File: src/rtl/servo_pwm_multi.sv
// Multi-channel servo PWM: shared 1 us prescaler and period counter, per-channel clamp/shadow/slew lanes.
// Optional per-channel command timeout back to centre when SERVO_FAILSAFE_EN is defined.

module servo_pwm_lane #(
    parameter int VAL_W       = 11,
    parameter int CNT_W       = 15,
    parameter int CENTER_US   = 1500,
    parameter int SLEW_STEP   = 10,
    parameter int TIMEOUT_PER = 50
) (
    input  logic             clk,
    input  logic             rst,
    input  logic             boundary,
    input  logic             wr,
    input  logic [VAL_W-1:0] wr_val,
    input  logic [CNT_W-1:0] cnt,
    output logic             pwm,
    output logic             at_target
);
    localparam int CW = (CNT_W > VAL_W) ? CNT_W : VAL_W;
    localparam logic [VAL_W-1:0] CENTER = VAL_W'(CENTER_US);
    localparam logic [VAL_W:0]   STEP   = (VAL_W+1)'(SLEW_STEP);

    if (TIMEOUT_PER < 1 || SLEW_STEP < 0) begin : g_bad_cfg
        $error("servo_pwm_lane: TIMEOUT_PER must be >= 1 and SLEW_STEP >= 0");
    end

    logic [VAL_W-1:0] shadow, target, active, next_active;
    logic [VAL_W:0]   diff;
    logic             expire;

    // Step toward shadow by at most STEP; the extra diff bit keeps the magnitude unsigned-safe.
    always_comb begin
        next_active = shadow;
        diff        = '0;
        if (SLEW_STEP != 0) begin
            if (shadow >= active) begin
                diff = {1'b0, shadow} - {1'b0, active};
                if (diff > STEP) next_active = active + VAL_W'(SLEW_STEP);
            end else begin
                diff = {1'b0, active} - {1'b0, shadow};
                if (diff > STEP) next_active = active - VAL_W'(SLEW_STEP);
            end
        end
    end

`ifdef SERVO_FAILSAFE_EN
    localparam int TO_W = $clog2(TIMEOUT_PER + 1);
    logic [TO_W-1:0] idle;

    assign expire = boundary && (idle == TO_W'(TIMEOUT_PER - 1));

    // Counts silent periods; saturates so the centre reload fires once per silence.
    always_ff @(posedge clk) begin
        if (!rst)                                         idle <= '0;
        else if (wr)                                      idle <= '0;
        else if (boundary && idle != TO_W'(TIMEOUT_PER))  idle <= idle + 1'b1;
    end
`else
    assign expire = 1'b0;
`endif

    always_ff @(posedge clk) begin
        if (!rst) begin
            shadow    <= CENTER;
            target    <= CENTER;
            active    <= CENTER;
            pwm       <= 1'b0;
            at_target <= 1'b1;
        end else begin
            // wr never coincides with expire: commands are refused on the boundary cycle.
            if (wr)          shadow <= wr_val;
            else if (expire) shadow <= CENTER;
            if (boundary) begin
                target <= shadow;
                active <= next_active;
            end
            pwm       <= CW'(cnt) < CW'(active);
            at_target <= (active == target);
        end
    end
endmodule

module servo_pwm_multi #(
    parameter int NUM_CH      = 4,
    parameter int VAL_W       = 11,
    parameter int PRESC       = 100,
    parameter int PERIOD_US   = 20000,
    parameter int MIN_US      = 1000,
    parameter int MAX_US      = 2000,
    parameter int CENTER_US   = 1500,
    parameter int SLEW_STEP   = 10,
    parameter int TIMEOUT_PER = 50
) (
    input  logic                                         clk,
    input  logic                                         rst,
    input  logic                                         cmd_valid,
    output logic                                         cmd_ready,
    input  logic [((NUM_CH > 1) ? $clog2(NUM_CH) : 1)-1:0] cmd_ch,
    input  logic [VAL_W-1:0]                             cmd_val,
    output logic [NUM_CH-1:0]                            pwm,
    output logic [NUM_CH-1:0]                            at_target,
    output logic                                         period_start
);
    localparam int CH_W  = (NUM_CH > 1) ? $clog2(NUM_CH) : 1;
    localparam int CNT_W = $clog2(PERIOD_US);
    localparam int PS_W  = (PRESC > 1) ? $clog2(PRESC) : 1;

    if (NUM_CH < 1 || NUM_CH > 8 || MIN_US > MAX_US) begin : g_bad_cfg
        $error("servo_pwm_multi: NUM_CH must be 1..8 and MIN_US <= MAX_US");
    end

    logic [PS_W-1:0]  presc;
    logic [CNT_W-1:0] cnt;
    logic             tick, boundary, xfer;
    logic [VAL_W-1:0] clamped;

    assign tick      = (presc == PS_W'(PRESC - 1));
    assign boundary  = tick && (cnt == CNT_W'(PERIOD_US - 1));
    assign cmd_ready = ~boundary;
    assign xfer      = cmd_valid && cmd_ready;

    always_comb begin
        clamped = cmd_val;
        if (cmd_val < VAL_W'(MIN_US))      clamped = VAL_W'(MIN_US);
        else if (cmd_val > VAL_W'(MAX_US)) clamped = VAL_W'(MAX_US);
    end

    always_ff @(posedge clk) begin
        if (!rst) begin
            presc        <= '0;
            cnt          <= '0;
            period_start <= 1'b0;
        end else begin
            presc        <= tick ? '0 : presc + 1'b1;
            period_start <= boundary;
            if (boundary)  cnt <= '0;
            else if (tick) cnt <= cnt + 1'b1;
        end
    end

    // Channel numbers >= NUM_CH match no lane, so such commands are accepted and dropped.
    for (genvar i = 0; i < NUM_CH; i++) begin : g_lane
        servo_pwm_lane #(
            .VAL_W       (VAL_W),
            .CNT_W       (CNT_W),
            .CENTER_US   (CENTER_US),
            .SLEW_STEP   (SLEW_STEP),
            .TIMEOUT_PER (TIMEOUT_PER)
        ) u_lane (
            .clk       (clk),
            .rst       (rst),
            .boundary  (boundary),
            .wr        (xfer && (cmd_ch == CH_W'(i))),
            .wr_val    (clamped),
            .cnt       (cnt),
            .pwm       (pwm[i]),
            .at_target (at_target[i])
        );
    end
endmodule
File: config.mk
export PLATFORM = sky130hd
export DESIGN_NAME = servo_pwm_multi
export DESIGN_NICKNAME = d
export VERILOG_FILES = /design/src/rtl/servo_pwm_multi.sv
export SDC_FILE = /design/constraint.sdc
export NUM_CORES = 1
export LEC_CHECK = 0
export CAP_MARGIN = 20
export CORE_UTILIZATION = 45
export CTS_BUF_LIST = sky130_fd_sc_hd__clkbuf_2 sky130_fd_sc_hd__clkbuf_4 sky130_fd_sc_hd__clkbuf_8
export CTS_CLUSTER_DIAMETER = 30
export DETAILED_ROUTE_END_ITERATION = 8
export DONT_BUFFER_PORTS = 1
export GPL_TIMING_DRIVEN = 0
export PLACE_DENSITY = 0.66
export SETUP_SLACK_MARGIN = 0.5
export SLEW_MARGIN = 0
export SYNTH_ARGS = -nofsm -noshare
export SYNTH_HDL_FRONTEND = slang
export SYNTH_SLANG_ARGS = --single-unit
File: constraint.sdc
create_clock -name clk -period 3.9 [get_ports clk]
set_input_delay 0.39 -clock clk [delete_from_list [all_inputs] [get_ports clk]]
set_output_delay 0.39 -clock clk [all_outputs]
set_load 0.05 [all_outputs]
* Word-level counts from Yosys, hierarchy flattened
Index checks and enable logic that the tools add are counted.
** Cells by class
- Add/sub/neg operators :: 18
- Magnitude comparators :: 18
- Equality and inequality tests :: 9
- Muxes and demuxes :: 14
- Bitwise logic cells :: 2
- Reductions and logical operators :: 9
** Operators by type and width (number)
- 11-bit 2-to-1 mux :: 14
- 12-bit by 4-bit > comparator with 1-bit output (second input constant) :: 8
- 11-bit by 11-bit subtractor with 12-bit output :: 8
- 15-bit by 11-bit < comparator with 1-bit output :: 4
- 11-bit by 4-bit adder with 11-bit output (second input constant) :: 4
- 11-bit equality test :: 4
- 11-bit >= comparator :: 4
- 11-bit by 4-bit subtractor with 11-bit output (second input constant) :: 4
- 15-bit by 1-bit adder with 15-bit output (second input constant) :: 1
- 15-bit equality test (second input constant) :: 1
- 11-bit > comparator (second input constant) :: 1
- 11-bit by 10-bit < comparator with 1-bit output (second input constant) :: 1
- 7-bit by 1-bit adder with 7-bit output (second input constant) :: 1
- 7-bit equality test (second input constant) :: 1
- 1-bit logical AND :: 6
- 2-bit equality test (second input constant) :: 2
- 2-bit OR reduction :: 2
- 2-bit by 1-bit equality test with 1-bit output (second input constant) :: 1
- 2-bit zero test :: 1
- 1-bit NOT :: 2
** Storage, ports and cells
- Flip-flop bits (word level) :: 163
- Bits of input ports :: 16
- Output and inout bits :: 10

* Longest topological paths before layout
Gate-level depths: netlist of run 1.
- Word-level depth :: 5
- Depth in mapped cells :: 14

* Modules after synthesis
A second synthesis of run 1 with hierarchy kept.
** Second synthesis, totals
- Cells, all modules :: 1870
- Area, all modules :: 14838.0 sq um
** By module, submodules not included
- servo_pwm_lane at g_lane[0].u_lane ... :: instances 3, cells an instance 431, area an instance 3434.5 sq um
- servo_pwm_lane at g_lane[1].u_lane :: instances 1, cells an instance 428, area an instance 3350.7 sq um
- servo_pwm_multi :: instances 1, cells an instance 149, area an instance 1183.6 sq um

* Worst setup path after synthesis of run 1
No wires, ideal clock.
- Path type :: reg2reg
- Start :: register g_lane[3].u_lane.active[4]
- End :: register g_lane[3].u_lane.active[6]
- Library setup time :: 124 ps
- Arrival time :: 3391 ps
- Data required time :: 3776 ps
- Slack :: 385 ps
- Stages on the path, launching flop included :: 15
- Path buffers :: 3
- Clock period less this slack :: 3515 ps
- Cells stage by stage :: dfxtp_1 clkbuf_1 clkinv_1 ha_1 buf_6 a21oi_4 a21oi_1 or3_1 a2111oi_2 nand4_1 or4_4 and2_1 buf_6 a221oi_1 a2bb2oi_1
** On the way
- Cells in the longest elaborated chain, start to end :: 4
** Ends and longest elaborated chain
- from (decl) :: line 28 : logic [VAL_W-1:0] shadow, target, active, next_active;
- from (signal assigned) :: line 76 : active <= next_active;
- 11-bit by 11-bit subtractor with 12-bit output, on equally long branches :: line 41, 38
- 12-bit by 4-bit > comparator with 1-bit output, on equally long branches :: line 42, 39
- 11-bit 2-to-1 mux, on equally long branches :: line 42, 39
- 11-bit 2-to-1 mux (*) :: line 37 : if (shadow >= active) begin
Mark *: on every way between the ends. The rest lies on a longest branch, timed or not.
A chain may end at the register's enable or synchronous reset.

* Worst setup path after layout of run 1
- Start :: register g_lane[3].u_lane.active[8]
- End :: register g_lane[3].u_lane.active[6]
Same word-level chain as after synthesis.

==> results of run 1 <==
-- cell type report --
cell class | instances | area (sq um)
Clock inverter | 14 | 173
Fill cell | 2995 | 14500
Clock buffer | 18 | 241
Inverter | 134 | 543
Tap cell | 396 | 495
Sequential cell | 163 | 3330
Timing Repair Buffer | 44 | 343
Multi-Input combinational cell | 1432 | 10300
Buffer | 117 | 702
-- per-layer routing --
| metal | routed length, microns | GRT usage | share of wire |
|---|---|---|---|
| met1 | 20700 | 0.402 | 0.43 |
| met2 | 22100 | 0.491 | 0.46 |
| met3 | 3880 | 0.0480 | 0.080 |
| met4 | 1700 | 0.117 | 0.035 |
| met5 | 0 | 0 | 0 |
-- cell usage after synthesis (all sizes together), types with 5 or more instances --
master   count  area (sq um)
a31oi       26           163
a221oi       9          78.8
a211o        6          52.6
nor4        15           109
nand2      195           732
nand3b       5          37.5
nand4       31           194
clkbuf      91           342
a21o        50           375
o31ai       13           108
nor3        29           145
o22ai       10          62.6
o32a         5          50.1
fa           8           160
o21ai       98           490
and3        12          75.1
o2111ai      9          85.1
a21boi       5          37.5
mux2i       21           210
clkinv       5          18.8
o221ai       5          43.8
nor2       122           458
o21bai      12          90.1
inv        129           484
ha         138          1730
nand3       49           245
and4         8          70.1
o211ai      75           563
and2        12          75.1
nand2b      18           113
o311ai       5          43.8
xnor2      114           998
a21oi      165           837
buf         26           159
dfxtp      163          3260
a221o        5          50.1
a211oi      41           308
o21a        17           128
xor2        21           184
or2          5          31.3
nor2b       12          75.1
or3         10          62.6
-- final timing paths --
| kind | end | slack, ns | cells past startpoint |
|---|---|---|---|
| max | g_lane[3].u_lane.active[6] | 0.60 | 14 |
| min | g_lane[1].u_lane.shadow[10] | 0.05 | 2 |
| max reg2reg | g_lane[3].u_lane.active[6] | 0.60 | 14 |
| min reg2reg | presc[0] | 0.45 | 1 |
-- power by group through the flow --
stage	Clock (uW)	Combinational [uW]	Sequential, uW
floorplan	0	695	1750
global placement	0	902	1760
detailed placement	0	913	1760
CTS	1360	1000	1720
global route	1420	1210	1730
finish	1350	1120	1720
-- metrics by stage --
step / power [uW] / hold WS, ns / std cells / setup TNS (ns) / cell area (sq um)
4_1_cts: 4080 / 0.0324 / 2294 / 0 / 15500
6_report: 4200 / 0.0537 / 2318 / 0 / 16100
5_1_grt: 4350 / 0.0600 / 2318 / 0 / 16100
3_5_place_dp: 2680 / 0.434 / 2243 / -4.16 / 14500
2_1_floorplan: 2440 / 0.413 / 1846 / 0 / 14000
3_3_place_gp: 2670 / 0.426 / 2242 / -4.49 / 14500
-- registers in the layout, summed over array words and instances (netlist names) --
name / cells
g_lane.u_lane.at_target: 4
g_lane.u_lane.pwm: 4
period_start: 1
g_lane.u_lane.shadow: 44
g_lane.u_lane.active: 44
presc: 7
g_lane.u_lane.target: 44
cnt: 15
-- logic make-up (layout without fill, tap and decap cells) --
family,count (synthesis),count (layout),synth area share
AO/OA/AOI/OAI,594,594,0.280
AND/OR/NAND/NOR,533,533,0.179
buffers and inverters,251,327,0.0716
flip-flops,163,163,0.233
adder cells (fa/ha/maj),146,146,0.135
XOR/XNOR,135,135,0.0844
multiplexers,24,24,0.0174
-- cell usage in the layout (no fill, tap or decap), types with 10 or more instances in the layout --
cell and count:
nand2_1 190, a21oi_1 151, dfxtp_1 130, ha_1 126, nor2_1 119, inv_1 114, xnor2_1 111, o21ai_0 88
o211ai_1 75, buf_4 53, a21o_1 50, nand3_1 46, clkbuf_1 37, a211oi_1 34, nand4_1 31, nor3_1 28
clkbuf_2 27, a31oi_1 24, dfxtp_2 23, xor2_1 20, clkbuf_8 19, mux2i_1 19, nand2b_1 18, o21a_1 17
buf_6 15, buf_2 15, nor4_1 12, a21oi_2 12, nor2b_1 12, and3_1 11, o21bai_1 11, ha_4 11
clkbuf_4 10, and2_1 10, or3_1 10, o22ai_1 10, dfxtp_4 10
-- critical path: cells and delay by family (launching register included) --
kind	cells	cell delay [ns]
flip-flops	1	0.36
buffers and inverters	4	0.45
adder cells (fa/ha/maj)	1	0.23
AO/OA/AOI/OAI	4	0.85
AND/OR/NAND/NOR	5	1.30
-- what timing repair did --
| action | 4_1_cts | 5_1_grt |
|---|---|---|
| cloned | 0 | 1 |
| resized for setup | 141 | 174 |
| buffers inserted | 19 | 23 |
| endpoints found under the setup margin | 64 | 105 |
| pin swaps | 14 | 30 |
==> reports/results.ini, run 1 <==
[die]
coreArea_sq_um=30600
die_area_sq_um=31800
initial_core_util=0.458
die_w_microns=178
row_count=64
die_h_microns=178
ios=26

[global_route]
grt_max_degree=17
grt.total_usage=0.304
grt_pass1_vias=13200
grt_first_pass_wirelength_microns=74800
gr-total-overflow=0
antenna_found_initial=0

[final_layout]
fin_nets=2071
utilization=0.527
area_delta_synth_final_pct=15.0
diodes=0
drive_gt1_frac=0.158

[placed_design]
dp_hpwl_microns=35500
portBuffers=0
gp_congestion=0.969
post-place-ws_ns=-0.420

[sta]
fin_skew_ns=0.0200
fmax_ghz=0.303
hold_viol_final=0
post-route-period-util=0.847
finalSetupViolCount=0
slew_violations=0
relSlewSlack=0.134
worst_pin_slew_ns=1.29
fin_ws_ns=0.596
rsz0062_at_grt=yes
post-route-min-period_ns=3.30

[detailed_routing]
via_per_inst=6.15
drc=0
drt_iter0_markers=1461
wl_microns=48300
ant_nets=0
post_drt_wl_per_cell_microns=20.8
vias=14300
dr.pass1.iters=8

[clock_tree]
cts_root_buf=clkbuf_8
cts_tree=done
hold_buffers=0
clk_transition_reported_paths_ns=0.11
cts_htree_levels=4
cts_buffers=17
clockBufferDepth=2
cts_sinks=163
clock_latency_ns=0.48

[min_path]
hold_path_class=in2reg
hold_start=cmd_val[10]

[setup_path]
crit_top_cell=buf_6
path_class=reg2reg
max_stage_delay_ns=0.54
end_kind=register
worst_path_max_delay_cell=or4_4
path_cells=buf_8, inv_4, ha_4, buf_6, a21oi_1, nor2_1, or3_1, a2111oi_2, nand4_1, or4_4, and2_4, buf_6, a221oi_4, a2bb2oi_2
crit_arrival_ns=3.67
startpoint_type=register
critPathRequiredTime_ns=4.27
startpoint=g_lane[3].u_lane.active[8]
cp_max_fo=10
rr_startpoint=g_lane[3].u_lane.active[8]

[synthesis]
synth_edf_count=0
postSynthAreaPerCell_sq_um=7.59
syn_nets=2008
synthArstFlopShare=0
synthCells=1846
synthFlopType=dfxtp_1
synth-seq-area-share=0.233
synth_seq_cells=163
synth_cell_type_count=81
syn-cell-area_sq_um=14000
yosys_warnings=0

[power]
p_clk_frac=0.322
internal_power_uw=2730
p_leak_uw=0.00715
p_per_area_nw_per_um2=260
ir_drop_v=0.000229
p_seq_frac=0.411
switching_share=0.350
combPwrFrac=0.267
p_sw_uw=1470

[flow_run]
drv_cap=0

[run_status]
status=completed

No activity file was read; power rests on OpenSTA's default activity.
==> run 2, diff against run 1 <==
==> constraint.sdc (replaced) <==
create_clock -name clk -period 3.4 [get_ports clk]
set_input_delay 0.34 -clock clk [delete_from_list [all_inputs] [get_ports clk]]
set_output_delay 0.34 -clock clk [all_outputs]
set_load 0.05 [all_outputs]
==> run 2 against run 1 <==
Net effect: fmax grew 4.9%; worst setup slack lost 0.34 ns; via count grew 4.8%; cell count grew 4.9%; routed wire length grew 8.1%; register-to-register slack lost 0.34 ns; largest cell class unchanged; sequential share of layout area shrank 2.1 points; combinational power grew 42%; hold slack gained 0.019 ns; sequential power grew 15%; clock power grew 13%.
==> reports/results.ini, run 2 (synthesis gave the netlist of run 1 again) <==
[run_status]
status=completed

[power]
p_clk_frac=0.299  ; -0.023
p_per_area_nw_per_um2=276  ; +6.1%
combPwrFrac=0.313  ; +0.046
p_seq_frac=0.388  ; -0.023
ir_drop_v=0.000202  ; -11%
p_sw_uw=1840  ; +26%
switching_share=0.363  ; +0.0126
p_total_uw=5090  ; +21%
p_leak_uw=0.00796  ; +11%
internal_power_uw=3240  ; +19%

[clock_tree]
cts_buffers=17  ; unchanged
clockBufferDepth=2  ; unchanged
cts_tree=done
cts_htree_levels=4  ; unchanged
cts_sinks=163  ; unchanged
cts_root_buf=clkbuf_8
clk_transition_reported_paths_ns=0.10  ; about the same
clock_latency_ns=0.49  ; about the same

[final_layout]
final_cell_mix=nand2_1, buf_4, a21oi_1, nor2_1, xnor2_1
final_cells=2431  ; +4.9%
drive_gt1_frac=0.295  ; +0.138
fin_nets=2184  ; +5.5%
diodes=0  ; unchanged
multi_input_area_sq_um=11200  ; +8.7%
fillerInstances=2726  ; -9.0%
final_common_cell=nand2_1
utilization=0.602  ; +0.0753
reg_top3=g_lane.u_lane.active: 44 flops, g_lane.u_lane.shadow: 44 flops, g_lane.u_lane.target: 44 flops
seqCellArea_sq_um=3410  ; +2.5%
area_delta_synth_final_pct=31.5

[setup_path]
cp-endpoint=g_lane[3].u_lane.active[1]
rr_startpoint=g_lane[3].u_lane.shadow[0]
crit_arrival_ns=3.55  ; -0.12 ns
worst_path_max_delay_cell=dfxtp_4
path_class=reg2reg
reg2regPathDepth=15  ; +1
path_cells=buf_6, ha_2, inv_1, fa_2, a211oi_2, o21a_1, o21bai_4, a221o_1, o21ai_1, nand4_1, buf_6, o31ai_4, buf_4, nand3_1, a31oi_1
critPathRequiredTime_ns=3.81  ; -0.46 ns
cp_max_fo=5  ; -5
end_kind=register
crit_top_cell=buf_6
max_stage_delay_ns=0.40  ; -0.14 ns
timing.reg2reg.setup_slack_ns=0.25  ; -0.34 ns
startpoint=g_lane[3].u_lane.shadow[0]
rr_endpoint=g_lane[3].u_lane.active[1]
startpoint_type=register

[placed_design]
portBuffers=0  ; unchanged
gp_congestion=0.953  ; -1.7%
dp.cells=2243  ; unchanged
post-place-ws_ns=-0.276  ; +0.144 ns
dp_hpwl_microns=36000  ; +1.6%

[global_route]
grt_util_met3=0.0563  ; +0.00831
grt_pass1_vias=14100  ; +6.5%
grt_max_degree=18  ; +1
use_met2=0.537  ; +0.0455
gr-total-overflow=0  ; unchanged
grt-busiest-layer=met2
antenna_found_initial=0  ; unchanged
grt.total_usage=0.323  ; +0.0198
gr-usage-met1=0.411  ; +0.00858
grt_first_pass_wirelength_microns=79200  ; +5.8%

[die]
die_h_microns=178  ; unchanged
coreArea_sq_um=30600  ; unchanged
ios=26  ; unchanged
die_w_microns=178  ; unchanged
initial_core_util=0.458  ; unchanged
die_area_sq_um=31800  ; unchanged
row_count=64  ; unchanged

[sta]
post-route-period-util=0.926  ; +0.0789
rsz0062_at_grt=yes
finalSetupViolCount=0  ; unchanged
fmax_ghz=0.318  ; +4.9%
fin_ws_ns=0.251  ; -0.345 ns
post-route-min-period_ns=3.15  ; -0.155 ns
tns_ns=0  ; unchanged
hold_viol_final=0  ; unchanged
worst_pin_slew_ns=1.17  ; -0.118 ns
slew_violations=0  ; unchanged
fin_skew_ns=0.0280  ; +0.00791 ns
relSlewSlack=0.214  ; +0.0796

[detailed_routing]
wl_microns=52200  ; +8.1%
dr.pass1.iters=5  ; -3
post_drt_wl_per_cell_microns=21.5  ; +3.0%
vias=15000  ; +4.8%
drc=0  ; unchanged
via_per_inst=6.15  ; about the same
drt_iter0_markers=1375  ; -5.9%
ant_nets=0  ; unchanged

[min_path]
hold_path_class=in2reg

[flow_run]
drv_cap=0  ; unchanged

[run 2: cell count changes in the layout (fill, tap and decap cells not counted), sizes merged, moves of 2 or more]
cell	previous run	this run
inv	134	128
clkinvlp	7	12
buf	86	195
clkinv	5	7
clkbuf	93	96
[run 2: area by class of cell]
| cell class | count | area share |
|---|---|---|
| Multi-Input combinational cell | 1432 | 0.608 |
| Sequential cell | 163 | 0.185 |
| Timing Repair Buffer | 157 | 0.0702 |
| Buffer | 117 | 0.0535 |
| Inverter | 134 | 0.0342 |
| Tap cell | 396 | 0.0269 |
| Clock buffer | 18 | 0.0134 |
| Clock inverter | 14 | 0.00890 |
[run 2: power by group through the flow]
stage	sequential [uW]	combinational (uW)	clock [uW]
final	1970	1590	1520
after global routing	1980	1690	1610
after CTS	1970	1430	1530
after detailed placement	2020	1110	0
after global placement	2020	1100	0
after floorplan	2000	854	0
[run 2: what timing repair did]
action | CTS | global route
endpoints found under the setup margin | 138 | 130
endpoints found under the hold margin | 1 | 0
hold buffers | 1 | 0
gates cloned | 5 | 2
resized for setup | 371 | 171
pin swaps | 105 | 86
setup buffers | 104 | 44
[run 2: worst min-delay path by stage]
stage,startpoint,end,cells past startpoint
after CTS,cmd_ch[0],g_lane[2].u_lane.shadow[0],3
after floorplan,presc[0],presc[0],1
after global placement,presc[0],presc[0],1
final,cmd_ch[1],g_lane[0].u_lane.shadow[0],3
after detailed placement,presc[0],presc[0],1
after global routing,cmd_ch[0],g_lane[2].u_lane.shadow[0],3
[run 2: critical path, delay by kind of cell (launching register included)]
kind | cells | cell delay, ns
AOI/OAI and AO/OA | 7 | 1.41
adders and majority gates | 2 | 0.53
buffers and inverters | 4 | 0.52
DFF | 1 | 0.40
and+or+nand+nor | 2 | 0.20
[run 2: per-stage QoR]
step / instance area, sq um / hold slack [ns]
2_1_floorplan: 14400 / 0.413
3_3_place_gp: 14900 / 0.429
3_5_place_dp: 14900 / 0.437
4_1_cts: 17400 / 0.0429
5_1_grt: 18400 / 0.0611
6_report: 18400 / 0.0726
[run 2: routing by layer]
layer	wire, microns	vias up
met1	21600	7168
met5	0	-
met3	3950	134
li1	-	6967
met4	2180	0
met2	24500	683
==> run 3, diff against run 2 <==
--- a/config.mk
+++ b/config.mk
@@ -6,13 +6,15 @@
 export NUM_CORES = 1
 export LEC_CHECK = 0
 export CAP_MARGIN = 20
+export CELL_PAD_IN_SITES_DETAIL_PLACEMENT = 0
+export CELL_PAD_IN_SITES_GLOBAL_PLACEMENT = 1
 export CORE_UTILIZATION = 45
 export CTS_BUF_LIST = sky130_fd_sc_hd__clkbuf_2 sky130_fd_sc_hd__clkbuf_4 sky130_fd_sc_hd__clkbuf_8
 export CTS_CLUSTER_DIAMETER = 30
 export DETAILED_ROUTE_END_ITERATION = 8
 export DONT_BUFFER_PORTS = 1
 export GPL_TIMING_DRIVEN = 0
-export PLACE_DENSITY = 0.66
+export PLACE_DENSITY_LB_ADDON = 0.1
 export SETUP_SLACK_MARGIN = 0.5
 export SLEW_MARGIN = 0
 export SYNTH_ARGS = -nofsm -noshare
==> run 3 against run 2 <==
Net effect: cell area increased by 1.0%; via count decreased by 0.26%; routed wire length increased by 2.4%; first-iteration DRC count decreased by 8.6%; fmax decreased by 1.6%; non-clock buffer count increased by 15; clock power about the same; cell count increased by 0.62%; sequential cell count unchanged; sequential share of layout area decreased by 0.25 points; hold slack improved by 0.0065 ns; global-route usage increased by 0.55 points.
==> reports/results.ini, run 3 (synthesis gave the netlist of run 1 again) <==
[sta]
fmax_ghz=0.313  ; -1.6%
post-route-min-period_ns=3.20  ; +0.0496 ns
fin_ws_ns=0.202  ; -0.0496 ns
finalSetupViolCount=0  ; unchanged
worst_pin_slew_ns=0.948  ; -0.220 ns
post-route-period-util=0.941  ; +0.0146
relSlewSlack=0.368  ; +0.154
hold_viol_final=0  ; unchanged
fin_skew_ns=0.0145  ; -0.0135 ns
slew_violations=0  ; unchanged
tns_ns=0  ; unchanged
rsz0062_at_grt=yes

[detailed_routing]
vias=14900  ; -0.26%
post_drt_wl_per_cell_microns=21.8  ; +1.7%
drc=0  ; unchanged
dr.pass1.iters=5  ; unchanged
ant_nets=0  ; unchanged
wl_microns=53400  ; +2.4%
via_per_inst=6.10  ; -0.87%
drt_iter0_markers=1257  ; -8.6%

[clock_tree]
cts_htree_levels=4  ; unchanged
cts_root_buf=clkbuf_8
cts_tree=done
clockBufferDepth=2  ; unchanged
cts_buffers=17  ; unchanged
clk_transition_reported_paths_ns=0.11  ; about the same
cts_sinks=163  ; unchanged
clock_latency_ns=0.49  ; about the same

[setup_path]
end_kind=register
path_cells=ha_1, buf_4, a21oi_1, or3_1, o2111ai_2, a2111oi_2, nand4_1, or4_4, and2_4, buf_6, a221oi_2, a2bb2oi_1
cp_max_fo=10  ; +5
crit_cells=12  ; -3
critPathRequiredTime_ns=3.77  ; -0.04 ns
crit_arrival_ns=3.57  ; +0.02 ns
max_stage_delay_ns=0.52  ; +0.12 ns
worst-path-buf-inv=2  ; -2
reg2regPathDepth=12  ; -3
startpoint_type=register
worst_path_max_delay_cell=or4_4
crit_family=simple AND/OR/NAND/NOR gates
path_class=reg2reg

[final_layout]
final_cell_mix=nand2_1, buf_4, a21oi_1, nor2_1, xnor2_1
fillerInstances=2754  ; +1.0%
reg_top3=g_lane.u_lane.active: 44 flops, g_lane.u_lane.shadow: 44 flops, g_lane.u_lane.target: 44 flops
diodes=0  ; unchanged
utilization=0.608  ; +0.00614
fin_nets=2199  ; +0.69%
area_delta_synth_final_pct=32.8
seqCellArea_sq_um=3400  ; -0.37%
final_common_cell=nand2_1
multi_input_area_sq_um=11200  ; -0.28%
drive_gt1_frac=0.301  ; +0.00613

[placed_design]
portBuffers=0  ; unchanged
dp_hpwl_microns=37700  ; +4.6%
post-place-ws_ns=-0.412  ; -0.136 ns
gp_congestion=0.951  ; -0.15%

[global_route]
gr-total-overflow=0  ; unchanged
grt_pass1_vias=13600  ; -3.4%
grt_max_degree=17  ; -1
grt_first_pass_wirelength_microns=79800  ; +0.74%
antenna_found_initial=0  ; unchanged
grt.total_usage=0.329  ; +0.00548

[die]
ios=26  ; unchanged
initial_core_util=0.458  ; unchanged
coreArea_sq_um=30600  ; unchanged
die_area_sq_um=31800  ; unchanged
die_h_microns=178  ; unchanged
row_count=64  ; unchanged
die_w_microns=178  ; unchanged

[flow_run]
drv_cap=0  ; unchanged

[min_path]
hold_path_class=in2reg
whs_path_depth=3  ; unchanged

[run_status]
status=completed

[power]
ir_drop_v=0.000237  ; +17%
p_per_area_nw_per_um2=277  ; +0.28%
p_leak_uw=0.00814  ; +2.2%

==> run 3: final timing paths <==
check	slack, ns	start	to
worst min-delay path	0.08	cmd_ch[0]	g_lane[2].u_lane.shadow[0]
worst max-delay path	0.20	g_lane[3].u_lane.shadow[2]	g_lane[3].u_lane.active[7]
worst min register to register	0.45	presc[0]	presc[0]
worst max register to register	0.20	g_lane[3].u_lane.shadow[2]	g_lane[3].u_lane.active[7]
==> run 3: final cells by class <==
cell class	instances	share of cell area
well taps	396	0.0266
repair buffers	172	0.0797
clock buffers	19	0.0141
flip-flops and latches	163	0.183
multi-input cells	1432	0.600
plain buffers	117	0.0551
clock inverters	13	0.00793
inverters	134	0.0341
==> run 3: tightest hold or removal path, cell delays in order <==
cell and delay, ns:
nor3b_2 0.06, nand2_1 0.08, a21oi_1 0.06
==> run 3: what timing repair did <==
item / in CTS / in global routing
endpoints found under the setup margin: 143 / 134
setup buffers: 103 / 60
pin swaps: 103 / 94
cloned: 4 / 4
gates resized for setup: 358 / 203
hold endpoints to repair: 1 / 0
hold buffers: 1 / 0
==> run 3: where the power goes <==
group	internal (uW)	leakage [uW]	switching, uW
registers	1920	0.00133	57.5
logic	717	0.00660	905
clock network	705	0.000204	846
==> run 3: per-layer routing <==
| layer | vias up | global-route usage | share of wire |
|---|---|---|---|
| li1 | 7015 | - | - |
| met1 | 7196 | 0.446 | 0.44 |
| met2 | 586 | 0.525 | 0.46 |
| met3 | 116 | 0.0558 | 0.068 |
| met4 | 0 | 0.109 | 0.034 |
| met5 | - | 0 | 0 |
==> run 3: through the flow <==
step | instances | total power, uW | area [sq um] | hold WS, ns
global placement | 2242 | 3140 | 14900 | 0.429
finish | 2446 | 5150 | 18600 | 0.0790
floorplan | 1846 | 2860 | 14400 | 0.413
CTS | 2382 | 4950 | 17300 | 0.0536
global route | 2446 | 5340 | 18600 | 0.0877
detailed placement | 2242 | 3140 | 14900 | 0.435
